===== src/rtl/noun_traversal_engine_if.sv =====
// Memory and visitor handshake bundle between the traversal engine (master)
// and the memory arbiter / visitor unit (slave).
interface noun_traversal_engine_if #(
  parameter int ADDR_W = 10,
  parameter int DATA_W = 64
);
  logic              mem_req;
  logic              mem_we;
  logic [ADDR_W-1:0] mem_addr;
  logic [DATA_W-1:0] mem_wdata;
  logic              mem_ready;
  logic [DATA_W-1:0] mem_rdata;
  logic              visit_req;
  logic [ADDR_W-1:0] visit_addr;
  logic [DATA_W-1:0] visit_data;
  logic              visit_ack;

  modport master (
    output mem_req, mem_we, mem_addr, mem_wdata,
    input  mem_ready, mem_rdata,
    output visit_req, visit_addr, visit_data,
    input  visit_ack
  );

  modport slave (
    input  mem_req, mem_we, mem_addr, mem_wdata,
    output mem_ready, mem_rdata,
    input  visit_req, visit_addr, visit_data,
    output visit_ack
  );
endinterface


===== src/rtl/noun_traversal_engine.sv =====
// Stackless pointer-reversal walker over {tag,hed,tel} noun cells; hands each
// completed cell to a visitor in post-order and restores memory on the way out.
module noun_traversal_engine #(
  parameter int ADDR_W    = 10,
  parameter int NOUN_W    = 28,
  parameter int TAG_W     = 8,
  parameter int EXEC_BIT  = 7,
  parameter int VISIT_ALL = 0,
  parameter int MAX_STEPS = 4096,
  localparam int DATA_W   = TAG_W + 2*NOUN_W
) (
  input  logic              clk,
  input  logic              rst_n,
  input  logic              start_i,
  input  logic [ADDR_W-1:0] start_addr_i,
  input  logic              abort_i,
  output logic              busy_o,
  output logic              done_o,
  output logic [1:0]        error_o,
  output logic [15:0]       step_count_o,
  noun_traversal_engine_if.master bus
);
  localparam logic [3:0] S_IDLE = 4'd0,  S_RDRQ = 4'd1, S_RDWT = 4'd2, S_RESTORE = 4'd3,
                         S_DECIDE = 4'd4, S_WRRQ = 4'd5, S_WRWT = 4'd6, S_VISIT = 4'd7,
                         S_POP = 4'd8,  S_DONE = 4'd9, S_ERR = 4'd10;
  localparam logic [ADDR_W-1:0] NIL   = '1;
  localparam logic [31:0]       MAX_S = 32'(MAX_STEPS);

  typedef struct packed {
    logic [3:0]        st;
    logic [ADDR_W-1:0] c, b, child, nxt;
    logic              popped, desc;
    logic [TAG_W-1:0]  tag;
    logic [NOUN_W-1:0] hed, tel;
    logic [15:0]       step;
    logic [1:0]        err;
    logic              mreq, mwe, vreq;
    logic [ADDR_W-1:0] maddr;
    logic [DATA_W-1:0] mwdata;
  } regs_t;

  regs_t r_q, r_d;
  logic [15:0]       step_inc;
  logic              wd_hit, busy, fin_visit;
  logic [ADDR_W-1:0] hptr, tptr;
  logic [3:0]        fin_st;

  assign busy      = !(r_q.st == S_IDLE || r_q.st == S_DONE || r_q.st == S_ERR);
  assign step_inc  = (r_q.step == 16'hFFFF) ? r_q.step : r_q.step + 16'd1;
  assign wd_hit    = (MAX_S != 32'd0) && ({16'd0, step_inc} >= MAX_S);
  assign hptr      = r_q.hed[ADDR_W-1:0];
  assign tptr      = r_q.tel[ADDR_W-1:0];
  assign fin_visit = (VISIT_ALL != 0) || r_q.tag[EXEC_BIT];
  assign fin_st    = fin_visit ? S_VISIT : S_POP;

  always_comb begin
    r_d = r_q;
    case (r_q.st)
      S_IDLE, S_DONE, S_ERR: if (start_i && !abort_i) begin
        r_d.c      = start_addr_i;
        r_d.b      = NIL;
        r_d.popped = 1'b0;
        r_d.err    = 2'b00;
        r_d.step   = 16'd0;
        r_d.st     = (start_addr_i == NIL) ? S_DONE : S_RDRQ;
      end
      S_RDRQ: begin
        r_d.mreq  = 1'b1;
        r_d.mwe   = 1'b0;
        r_d.maddr = r_q.c;
        r_d.st    = S_RDWT;
      end
      S_RDWT: if (bus.mem_ready) begin
        r_d.mreq = 1'b0;
        r_d.step = step_inc;
        {r_d.tag, r_d.hed, r_d.tel} = bus.mem_rdata;
        if (wd_hit) begin r_d.st = S_ERR; r_d.err = 2'b01; end
        else        r_d.st = r_q.popped ? S_RESTORE : S_DECIDE;
      end
      // The field flagged as last descended holds our parent; put the child back.
      S_RESTORE: begin
        if (r_q.tag[2]) begin r_d.b = tptr; r_d.tel[ADDR_W-1:0] = r_q.child; end
        else            begin r_d.b = hptr; r_d.hed[ADDR_W-1:0] = r_q.child; end
        r_d.st = S_DECIDE;
      end
      S_DECIDE: begin
        if (!r_q.tag[1] && !r_q.tag[3]) begin
          if (hptr == NIL) begin r_d.st = S_ERR; r_d.err = 2'b10; end
          else begin
            r_d.tag[3] = 1'b1; r_d.hed[ADDR_W-1:0] = r_q.b;
            r_d.nxt = hptr; r_d.desc = 1'b1; r_d.st = S_WRRQ;
          end
        end else if (!r_q.tag[0] && !r_q.tag[2]) begin
          if (tptr == NIL) begin r_d.st = S_ERR; r_d.err = 2'b10; end
          else begin
            r_d.tag[2] = 1'b1; r_d.tel[ADDR_W-1:0] = r_q.b;
            r_d.nxt = tptr; r_d.desc = 1'b1; r_d.st = S_WRRQ;
          end
        end else begin
          r_d.tag[3] = 1'b0; r_d.tag[2] = 1'b0; r_d.desc = 1'b0;
          r_d.st = (!r_q.popped && !r_q.tag[3] && !r_q.tag[2]) ? fin_st : S_WRRQ;
        end
      end
      S_WRRQ: begin
        r_d.mreq   = 1'b1;
        r_d.mwe    = 1'b1;
        r_d.maddr  = r_q.c;
        r_d.mwdata = {r_q.tag, r_q.hed, r_q.tel};
        r_d.st     = S_WRWT;
      end
      S_WRWT: if (bus.mem_ready) begin
        r_d.mreq = 1'b0;
        r_d.mwe  = 1'b0;
        r_d.step = step_inc;
        if (wd_hit) begin r_d.st = S_ERR; r_d.err = 2'b01; end
        else if (r_q.desc) begin
          r_d.b = r_q.c; r_d.c = r_q.nxt; r_d.popped = 1'b0; r_d.st = S_RDRQ;
        end else r_d.st = fin_st;
      end
      S_VISIT: begin
        if (!r_q.vreq) r_d.vreq = 1'b1;
        else if (bus.visit_ack) begin r_d.vreq = 1'b0; r_d.st = S_POP; end
      end
      S_POP: begin
        if (r_q.b == NIL) r_d.st = S_DONE;
        else begin
          r_d.child = r_q.c; r_d.c = r_q.b; r_d.popped = 1'b1; r_d.st = S_RDRQ;
        end
      end
      default: r_d.st = S_IDLE;
    endcase
    // Abort leaves memory as-is; any reversed pointers are the caller's problem.
    if (abort_i && busy) begin
      r_d.st   = S_IDLE;
      r_d.mreq = 1'b0;
      r_d.mwe  = 1'b0;
      r_d.vreq = 1'b0;
    end
  end

  always_ff @(posedge clk or negedge rst_n) begin
    if (!rst_n) begin
      r_q   <= '0;
      r_q.b <= NIL;
    end else begin
      r_q <= r_d;
    end
  end

  assign busy_o         = busy;
  assign done_o         = (r_q.st == S_DONE) || (r_q.st == S_ERR);
  assign error_o        = r_q.err;
  assign step_count_o   = r_q.step;
  assign bus.mem_req    = r_q.mreq;
  assign bus.mem_we     = r_q.mwe;
  assign bus.mem_addr   = r_q.maddr;
  assign bus.mem_wdata  = r_q.mwdata;
  assign bus.visit_req  = r_q.vreq;
  assign bus.visit_addr = r_q.vreq ? r_q.c : '0;
  assign bus.visit_data = r_q.vreq ? {r_q.tag, r_q.hed, r_q.tel} : '0;
endmodule


===== src/flat_wrapper.sv =====
// flat-port wrapper written by rule: the top's interface ports become plain ports
module noun_traversal_engine_flat 
#(
  parameter int ADDR_W    = 10,
  parameter int NOUN_W    = 28,
  parameter int TAG_W     = 8,
  parameter int EXEC_BIT  = 7,
  parameter int VISIT_ALL = 0,
  parameter int MAX_STEPS = 4096,
  localparam int DATA_W   = TAG_W + 2*NOUN_W
)
  (clk, rst_n, start_i, start_addr_i, abort_i, busy_o, done_o, error_o, step_count_o, bus_mem_req, bus_mem_we, bus_mem_addr, bus_mem_wdata, bus_mem_ready, bus_mem_rdata, bus_visit_req, bus_visit_addr, bus_visit_data, bus_visit_ack);
  noun_traversal_engine_if #(.ADDR_W(ADDR_W), .DATA_W(64)) bus_i ();
  input  logic clk;
  input  logic rst_n;
  input  logic start_i;
  input  logic [ADDR_W-1:0] start_addr_i;
  input  logic abort_i;
  output logic busy_o;
  output logic done_o;
  output logic [1:0] error_o;
  output logic [15:0] step_count_o;
  output wire logic [$bits(bus_i.mem_req)-1:0] bus_mem_req;
  output wire logic [$bits(bus_i.mem_we)-1:0] bus_mem_we;
  output wire logic [$bits(bus_i.mem_addr)-1:0] bus_mem_addr;
  output wire logic [$bits(bus_i.mem_wdata)-1:0] bus_mem_wdata;
  input wire logic [$bits(bus_i.mem_ready)-1:0] bus_mem_ready;
  input wire logic [$bits(bus_i.mem_rdata)-1:0] bus_mem_rdata;
  output wire logic [$bits(bus_i.visit_req)-1:0] bus_visit_req;
  output wire logic [$bits(bus_i.visit_addr)-1:0] bus_visit_addr;
  output wire logic [$bits(bus_i.visit_data)-1:0] bus_visit_data;
  input wire logic [$bits(bus_i.visit_ack)-1:0] bus_visit_ack;
  assign bus_mem_req = bus_i.mem_req;
  assign bus_mem_we = bus_i.mem_we;
  assign bus_mem_addr = bus_i.mem_addr;
  assign bus_mem_wdata = bus_i.mem_wdata;
  assign bus_i.mem_ready = bus_mem_ready;
  assign bus_i.mem_rdata = bus_mem_rdata;
  assign bus_visit_req = bus_i.visit_req;
  assign bus_visit_addr = bus_i.visit_addr;
  assign bus_visit_data = bus_i.visit_data;
  assign bus_i.visit_ack = bus_visit_ack;
  noun_traversal_engine #(.ADDR_W(ADDR_W), .NOUN_W(NOUN_W), .TAG_W(TAG_W), .EXEC_BIT(EXEC_BIT), .VISIT_ALL(VISIT_ALL), .MAX_STEPS(MAX_STEPS)) u_core (.clk(clk), .rst_n(rst_n), .start_i(start_i), .start_addr_i(start_addr_i), .abort_i(abort_i), .busy_o(busy_o), .done_o(done_o), .error_o(error_o), .step_count_o(step_count_o), .bus(bus_i));
endmodule

===== config.mk =====
export PLATFORM = sky130hd
export DESIGN_NAME = noun_traversal_engine_flat
export DESIGN_NICKNAME = d
export VERILOG_FILES = /design/src/rtl/noun_traversal_engine_if.sv /design/src/rtl/noun_traversal_engine.sv /design/src/flat_wrapper.sv
export SDC_FILE = /design/constraint.sdc
export NUM_CORES = 1
export LEC_CHECK = 0
export BUFFER_PORTS_ARGS = -buffer_cell sky130_fd_sc_hd__buf_2
export CAP_MARGIN = 20
export CORE_UTILIZATION = 49
export CTS_CLUSTER_SIZE = 25
export DETAILED_ROUTE_END_ITERATION = 8
export PLACE_DENSITY = 0.74
export SYNTH_ARGS = -nofsm -noshare
export SYNTH_HDL_FRONTEND = slang
export SYNTH_SLANG_ARGS = --single-unit

===== constraint.sdc =====
create_clock -name clk -period 2.1 [get_ports clk]
set_clock_uncertainty 0.1 [all_clocks]
set_input_delay 0.315 -clock clk [delete_from_list [all_inputs] [get_ports clk]]
set_output_delay 0.315 -clock clk [all_outputs]
set_load 0.03 [all_outputs]

* Word level (Yosys, flattened, before mapping)
Index checks and enable logic that the tools add are counted.
** Word-level totals
- Register bits :: 205
- Latch bits :: 0
- RAM bits :: 0
- Memory bits (read-only) :: 0
- Input bits :: 80
- Word-level logic and storage cells :: 181
- Memories kept :: 0
** Cells by class
- Add/subtract/negate cells :: 1
- $mul :: 0
- Div/mod/pow operators :: 0
- Magnitude comparators :: 1
- Equal/unequal tests :: 42
- Shift operators :: 0
- Multiplexer cells :: 71
- Bitwise logic cells :: 1
- Reduce and logical (&&, ||, !) cells :: 44
** Operators with widths (count)
- 2-to-1 mux 10 bit :: 14
- case mux 10 bit (3 select lines) :: 4
- 2-to-1 mux 79 bit :: 1
- 2-to-1 mux 64 bit :: 1
- 2-to-1 mux 20 bit :: 3
- 2-to-1 mux 4 bit :: 15
- 2-to-1 mux 24 bit :: 2
- case mux 16 bit (3 select lines) :: 1
- == test 10 bit, second input constant :: 4
- case mux 4 bit (9 select lines) :: 1
- 2-to-1 mux 18 bit :: 1
- != test 2 bit, second input constant :: 9
- adder 16 x 1 -> 16 bit, second input constant :: 1
- == test 16 bit, second input constant :: 1
- == test 4 x 3 -> 1 bit, second input constant :: 4
- >= comparator 16 x 13 -> 1 bit, second input constant :: 1
- 2-to-1 mux 16 bit :: 1
- AND reduction 4 bit :: 4
- 2-to-1 mux 1 bit :: 15
- != test 3 x 2 -> 1 bit, second input constant :: 5
- AND reduction 5 bit :: 3
- == test 4 bit, second input constant :: 3
- != test 2 x 1 -> 1 bit, second input constant :: 6
- != test 3 x 1 -> 1 bit, second input constant :: 4
- 22 further kinds :: 56

* Logic depth before layout (Yosys ltp)
Gate-level depths: netlist (run 1).
- Depth in word-level cells :: 8
- Depth in mapped cells :: 8
- Depth with buffers taken out :: 7

* Worst setup path before layout (run 1)
OpenSTA, ideal clock, no wires.
- Path type :: reg2reg
- Start :: register u_core.r_q, in the netlist u_core.step_count_o[12]
- End :: register u_core.r_q[181] in the netlist's numbering
- Library setup time :: 82 ps
- Data arrival time :: 2116 ps
- Path slack :: -198 ps
- Cell stages (with the launch flop) :: 8
- Clock period less this slack :: 2298 ps
- Path through :: dfrtp_1 > clkbuf_2 > nand4_1 > nor4_4 > and4b_1 > o22ai_2 > o31ai_4 > mux2_2
** On the way
- Longest elaborated chain between the ends :: 5
- Elaborated cells between the ends (all ways) :: 6
** Ends and longest elaborated chain
- from (decl) :: RTL line noun_traversal_engine.sv:42 : regs_t r_q, r_d;
- from (signal assigned) :: RTL line noun_traversal_engine.sv:146 : r_q <= r_d;
- adder 16 x 1 -> 16 bit / == test 16 bit (equally long branches) :: RTL line noun_traversal_engine.sv:49 : assign step_inc = (r_q.step == 16'hFFFF) ? r_q.step : r_q.step + 16'd1;
- 2-to-1 mux 16 bit (*) :: RTL line noun_traversal_engine.sv:49
- >= comparator 16 x 13 -> 1 bit (*) :: RTL line noun_traversal_engine.sv:50 : assign wd_hit = (MAX_S != 32'd0) && ({16'd0, step_inc} >= MAX_S);
- != test 2 bit (no line) (*)
- AND reduction 5 bit (no line) (*)
Mark *: on every way between the ends. The rest lies on a longest branch, timed or not.
A chain may end at the register's enable or synchronous reset.

* Worst setup path after layout (run 1)
- Start :: register u_core.r_q[184] in the netlist's numbering
- End :: register u_core.r_q[195] in the netlist's numbering
** On the way
- Longest elaborated chain between the ends :: 3
** Ends and longest elaborated chain
- == test 10 bit :: RTL line noun_traversal_engine.sv:125 : if (r_q.b == NIL) r_d.st = S_DONE;
- != test 2 bit (no line)
- AND reduction 6 bit (no line)
No other way between the ends.

==> results of run 1 <==
metrics by stage:
step	utilization, %	setup TNS [ns]	hold WS, ns	setup slack, ns	power (mW)
floorplan	-	-1.916	-0.08059	-0.1145	14.38
global placement	58.88	-1.625	0.2588	-0.1801	17.22
detailed placement	58.88	-2.708	0.2620	-0.2103	17.50
CTS	65.65	-0.2122	0.003899	-0.04968	21.97
global route	66.61	-4.433	0.01187	-0.2032	23.52
finish	66.61	-2.098	0.01276	-0.1423	22.39
what timing repair did:
action                     4_1_cts  5_1_grt
resized for setup               42       51
setup buffers                    7        6
cloned                           1        0
setup endpoints to repair       41       53
hold endpoints to repair        98        0
pin swaps                        3       14
hold buffers                    44        0
registers in the layout, indices dropped and copies added (netlist names), 2 cells and up:
name and cells:
u_core.bus.mem_wdata 64, u_core.hptr 10, u_core.bus.mem_addr 10, u_core.r_q 99, u_core.error_o 2, u_core.step_count_o 16
worst max-delay path, cell delays in order, from the launching register on:
cell	delay [ns]
dfstp_2	0.59
nand4_1	0.11
nor3_1	0.30
buf_4	0.21
nand4_1	0.11
nand4b_1	0.14
o21ai_2	0.11
buf_6	0.17
mux2_4	0.30
cells by family after synthesis:
family | Yosys count | synth area share [%]
AOI/OAI and AO/OA | 169 | 10.84
xor gates and xnor gates | 5 | 0.4141
adders and majority gates | 2 | 0.2130
buffers and inverters | 155 | 8.814
DFF | 205 | 48.63
muxes | 167 | 17.53
and+or+nand+nor | 277 | 13.56
where the power goes:
group / leakage [nW] / switching [mW] / internal, mW
Clock: 0.383 / 1.60 / 2.44
Combinational: 3.90 / 6.28 / 4.92
Sequential: 2.53 / 1.37 / 5.79
Total: 6.82 / 9.24 / 13.1
how the worst min path moves through the flow:
stage               depth (start not counted)                                 end  slack [ns]              start
finish                                      3          u_core.hptr[7]$_DFFE_PN0P_        0.01  bus_mem_rdata[35]
global route                                3          u_core.hptr[7]$_DFFE_PN0P_        0.01  bus_mem_rdata[35]
CTS                                         3          u_core.hptr[7]$_DFFE_PN0P_       0.004  bus_mem_rdata[35]
detailed placement                          1  u_core.step_count_o[9]$_DFFE_PN0P_        0.26              rst_n
global placement                            1  u_core.step_count_o[9]$_DFFE_PN0P_        0.26              rst_n
floorplan                                   0  u_core.bus.mem_addr[0]$_DFFE_PN0P_       -0.08              rst_n
cell usage in the layout, fill, tap and decap left out, types with 7 or more instances in the layout:
cell type	n
o21ai_1	7
o21ai_0	45
mux2_4	19
a22oi_1	12
buf_6	12
clkinv_2	7
nand2_1	73
buf_12	13
clkbuf_1	7
dfstp_2	10
nor3_1	14
a222oi_1	20
dfrtp_1	190
mux2i_1	21
mux2_2	127
a21oi_1	28
nor2_1	37
o211ai_1	10
dlygate4sd3_1	44
a31oi_1	8
buf_4	118
buf_2	247
clkbuf_16	25
and2_1	74
nand3_1	16
nand4_1	16
metal layers:
layer	global-route usage [%]	vias to the layer above	part of all wire, %
met2	46.47	403	49
met4	11.58	0	3.8
li1	-	4045	-
met1	34.94	4438	40
met3	5.015	85	7.5
met5	0	-	0
final cells by class:
class,instances,share of cell area (%)
clock buffer,36,5.033
tap,275,2.449
sequential,205,36.65
inverter,7,0.2405
multi-input combinational,620,34.04
clock inverter,7,0.4275
timing repair buffer,435,21.15
==> results by group, run 1 <==
Global route
  – Number of global-route vias before repair: 9101
  – GRT Residual Overflow: 0
  – Initial antenna violation count: 0
  – Tot GR Track Use: 27.62%
  – First-pass GRT wire length: 47880 µm
  – Largest net degree at the start of global routing: 78

Cells and area
  – Share of cells above drive strength 1: 48.55%
  – Multi-input logic area: 0.004782 mm²
  – Post-route cell area: 0.01405 mm²
  – Non-Filler Instances: 1585
  – Fillers: 1617
  – Nets: 1374
  – N_diodes: 0
  – P&R area growth vs syn: 32.83%
  – Storage cell area: 0.005149 mm²

Logic synthesis
  – Most common library cells after synthesis: dfrtp_1, mux2_2, buf_4, nand2_1, and2_1
  – Sequential cell area fraction in the yosys report: 48.63%
  – Synth Register Bits: 205
  – Top_reg_cell synth: dfrtp_1
  – Netlist area before placement: 0.01058 mm²
  – Async S/R FF share, synth: 100.0%
  – EDFF count, synth: 0
  – Synthesis Warnings: 0
  – Cells after Synth: 980
  – Syn_area_per_cell: 10.79 µm²
  – Area share of the largest cell type after synthesis: 46.14%
  – Post-synth cell types: 59
  – Synthesized Nets: 1061
  – Most frequent cell after synthesis: dfrtp_1
  – Area leader, netlist: dfrtp_1
  – Synth area leaders: dfrtp_1, mux2_2, buf_4, and2_1, nand2_1

Clock tree
  – H-Tree Depth: 1
  – Clk sinks: 205
  – CTS Buf Count: 24
  – Clock root cell: clkbuf_16
  – CTS max path bufs: 3
  – CTS tree: built
  – Worst-path clk slew: 0.06 ns
  – Clk_lat worst skew: 0.51 ns

Placement
  – Inst Count DP: 1484
  – Final GP Congestion: 0.9162
  – IO buf count: 250
  – Placed inst area: 0.01242 mm²
  – Hpwl dp: 20810 µm

Floorplanning
  – Core Rows: 53
  – Die area: 0.02217 mm²
  – Io pins: 251
  – DIE HEIGHT: 148.9 µm
  – Core ar.: 0.02109 mm²
  – Initial core utilization: 50.15%
  – Die Wd: 148.9 µm

Timing
  – Relative slew slack: 56.41%
  – Fin. Hold Viols: 0
  – Final critical-path setup slack: -0.1423 ns
  – Max-slew violations: 0
  – Tcrit/Tclk final: 106.8%
  – Post-route minimum period: 2.242 ns
  – Max frequency: 446.0 MHz
  – RSZ-0062 raised after global routing: yes
  – Setup-failing EPs final: 22
  – Worst Tran Pin Value: 0.6515 ns

Detailed routing
  – Via count: 8971
  – Residual DRC: 0
  – DRT iter0 DRCs: 695
  – Drt first pass iters: 8
  – Antenna Violating Nets Remaining: 0
  – Final wirelength: 30970 µm
  – Number of vias per cell: 5.660
  – DR WL/cell: 19.54 µm

Critical path
  – Critical Path Fanout Max: 6
  – R2R Path Start: u_core.r_q[184]$_DFFE_PN1P_
  – WP data arrival: 2.53 ns
  – Crit path to: u_core.r_q[195]$_DFFE_PN0P_
  – R2R Setup Slk: -0.14 ns
  – Startpoint Class: register
  – R2R Path End: u_core.r_q[195]$_DFFE_PN0P_
  – CP Capture Type: register
  – CP startpoint: u_core.r_q[184]$_DFFE_PN1P_
  – R2R cell count: 8
  – Critical path type: reg2reg
  – Critical Path RT: 2.39 ns

Power and ir drop
  – Leak Pwr: 6.820 nW
  – Power density over the cells: 1594 mW/mm²
  – VDD IR max: 0.8142 mV

Status
  – Run status: finished, violations left
  – Violated checks: setup timing

Flow run
  – Max cap viols: 0

Worst hold path
  – Hold crit path type: in2reg
No activity file was read; power rests on OpenSTA's default activity.
==> run 2: changes to the inputs <==
--- a/config.mk
+++ b/config.mk
@@ -7,10 +7,10 @@
 export LEC_CHECK = 0
 export BUFFER_PORTS_ARGS = -buffer_cell sky130_fd_sc_hd__buf_2
 export CAP_MARGIN = 20
+export CORE_MARGIN = 8
 export CORE_UTILIZATION = 49
-export CTS_CLUSTER_SIZE = 25
 export DETAILED_ROUTE_END_ITERATION = 8
-export PLACE_DENSITY = 0.74
+export PLACE_DENSITY = 0.77
 export SYNTH_ARGS = -nofsm -noshare
 export SYNTH_HDL_FRONTEND = slang
 export SYNTH_SLANG_ARGS = --single-unit
==> results by group, run 2 (synthesis gave the netlist of run 1 again) <==
Floorplanning
  – Core Rows: 53
  – DIE HEIGHT: 162.9 µm
  – Io pins: 251
  – Die Wd: 162.9 µm
  – Initial core utilization: 50.15%
  – Core ar.: 0.02109 mm²
  – Die area: 0.02654 mm²

Cells and area
  – Post-route cell area: 0.01444 mm²
  – Fillers: 1532
  – P&R area growth vs syn: 36.58%
  – Share of cells above drive strength 1: 50.15%
  – Commonest cells after routing, fill and taps aside: buf_2, dfrtp_1, mux2_2, buf_4, and2_1
  – Max reg flops: 99
  – Non-Filler Instances: 1609
  – Largest Register: u_core.r_q
  – Leading cell type in the layout, fill and taps excluded: buf_2
  – Nets: 1399

Global route
  – Initial antenna violation count: 3
  – Number of global-route vias before repair: 9438
  – Largest net degree at the start of global routing: 78
  – GRT Residual Overflow: 0
  – First-pass GRT wire length: 51870 µm
  – Tot GR Track Use: 24.59%

Detailed routing
  – Drt first pass iters: 9
  – Met3 wire length: 3342 µm
  – DR WL/cell: 21.79 µm
  – Antenna Violating Nets Remaining: 0
  – Number of vias per cell: 5.740
  – Via count: 9235
  – WL met1: 13330 µm
  – DRT iter0 DRCs: 852
  – Residual DRC: 0
  – Highest routed layer: met5
  – Met2 WL: 16930 µm
  – Final wirelength: 35070 µm

Clock tree
  – CTS Buf Count: 23
  – Clock root cell: clkbuf_16
  – H-Tree Depth: 1
  – Worst-path clk slew: 0.06 ns
  – Clk sinks: 205
  – CTS max path bufs: 3
  – CTS tree: built
  – Clk_lat worst skew: 0.52 ns

Timing
  – Fin. Hold Viols: 0
  – Max frequency: 434.9 MHz
  – Worst Tran Pin Value: 0.5909 ns
  – RSZ-0062 raised after global routing: yes
  – Post-Route Setup TNS: -4.199 ns
  – Post-route minimum period: 2.299 ns
  – Setup-failing EPs final: 46
  – Fin Hold WS: 0.004527 ns
  – Relative slew slack: 60.60%
  – Tcrit/Tclk final: 109.5%
  – Max-slew violations: 0
  – Final critical-path setup slack: -0.1992 ns

Critical path
  – Critical Path RT: 2.38 ns
  – R2R Setup Slk: -0.20 ns
  – Critical path type: reg2reg
  – CP Capture Type: register
  – WP data arrival: 2.58 ns
  – Startpoint Class: register
  – Critical Path Fanout Max: 8

Placement
  – Pre-CTS setup slack: -0.1129 ns
  – Placed inst area: 0.01242 mm²
  – Inst Count DP: 1485
  – Final GP Congestion: 0.9234
  – Hpwl dp: 23100 µm
  – IO buf count: 250

Flow run
  – Max cap viols: 0

Status
  – Violated checks: setup timing
  – Run status: finished, violations left

Worst hold path
  – Hold crit path type: in2reg

Power and ir drop
  – VDD IR max: 1.098 mV
  – Power density over the cells: 1621 mW/mm²
  – Leak Pwr: 6.989 nW
[run 2: routing by layer]
metal,track usage (%),vias up
met5,0,-
met4,10.59,2
met3,6.547,112
met2,40.97,481
met1,29.57,4546
li1,-,4094
[run 2: final timing paths]
check / startpoint / end / cells after the start
min in group asynchronous: rst_n / u_core.step_count_o[11]$_DFFE_PN0P_ / 2
max: u_core.r_q[202]$_DFFE_PN0P_ / u_core.hptr[6]$_DFFE_PN0P_ / 10
min: bus_mem_rdata[31] / u_core.hptr[3]$_DFFE_PN0P_ / 3
max in group asynchronous: rst_n / u_core.r_q[181]$_DFFE_PN1P_ / 3
max reg2reg: u_core.r_q[202]$_DFFE_PN0P_ / u_core.hptr[6]$_DFFE_PN0P_ / 10
min reg2reg: u_core.r_q[165]$_DFFE_PN0P_ / u_core.r_q[165]$_DFFE_PN0P_ / 2
[run 2: per-stage QoR]
step	power (mW)	utilization [%]
global placement	17.26	58.91
finish	23.42	68.49
global route	24.51	68.49
CTS	22.45	66.06
floorplan	14.38	-
detailed placement	17.60	58.91
[run 2: layout make-up]
type / count / area, µm² / share of cell area (%)
Sequential cell: 205 / 5146 / 35.63
Multi-Input combinational cell: 622 / 4902 / 33.94
Timing Repair Buffer: 459 / 3261 / 22.57
Clock buffer: 32 / 629.4 / 4.357
Tap cell: 275 / 344.1 / 2.382
Clock inverter: 7 / 121.4 / 0.8403
Inverter: 7 / 35.03 / 0.2425
Antenna cell: 2 / 5.005 / 0.03465
[run 2: critical path: stages, from the launching register on]
cell and delay [ns]:
dfrtp_1 0.43, buf_6 0.15, buf_8 0.13, buf_6 0.11, nand2b_4 0.08, nor3_4 0.07, buf_12 0.13, buf_12 0.13
buf_6 0.11, a222oi_1 0.57, a21oi_1 0.14
[run 2: power breakdown]
part           internal [mW]  total, mW  switching, mW
Sequential              5.78       7.18           1.40
Combinational           5.44       12.2           6.71
Clock                   2.46       4.09           1.63
[run 2: what timing repair did]
| item | CTS | global route |
|---|---|---|
| setup endpoints to repair | 51 | 66 |
| pin swaps | 3 | 31 |
| hold buffers | 45 | 0 |
| endpoints found under the hold margin | 89 | 0 |
| setup buffers | 14 | 18 |
| gates resized for setup | 44 | 80 |
| cloned | 2 | 6 |
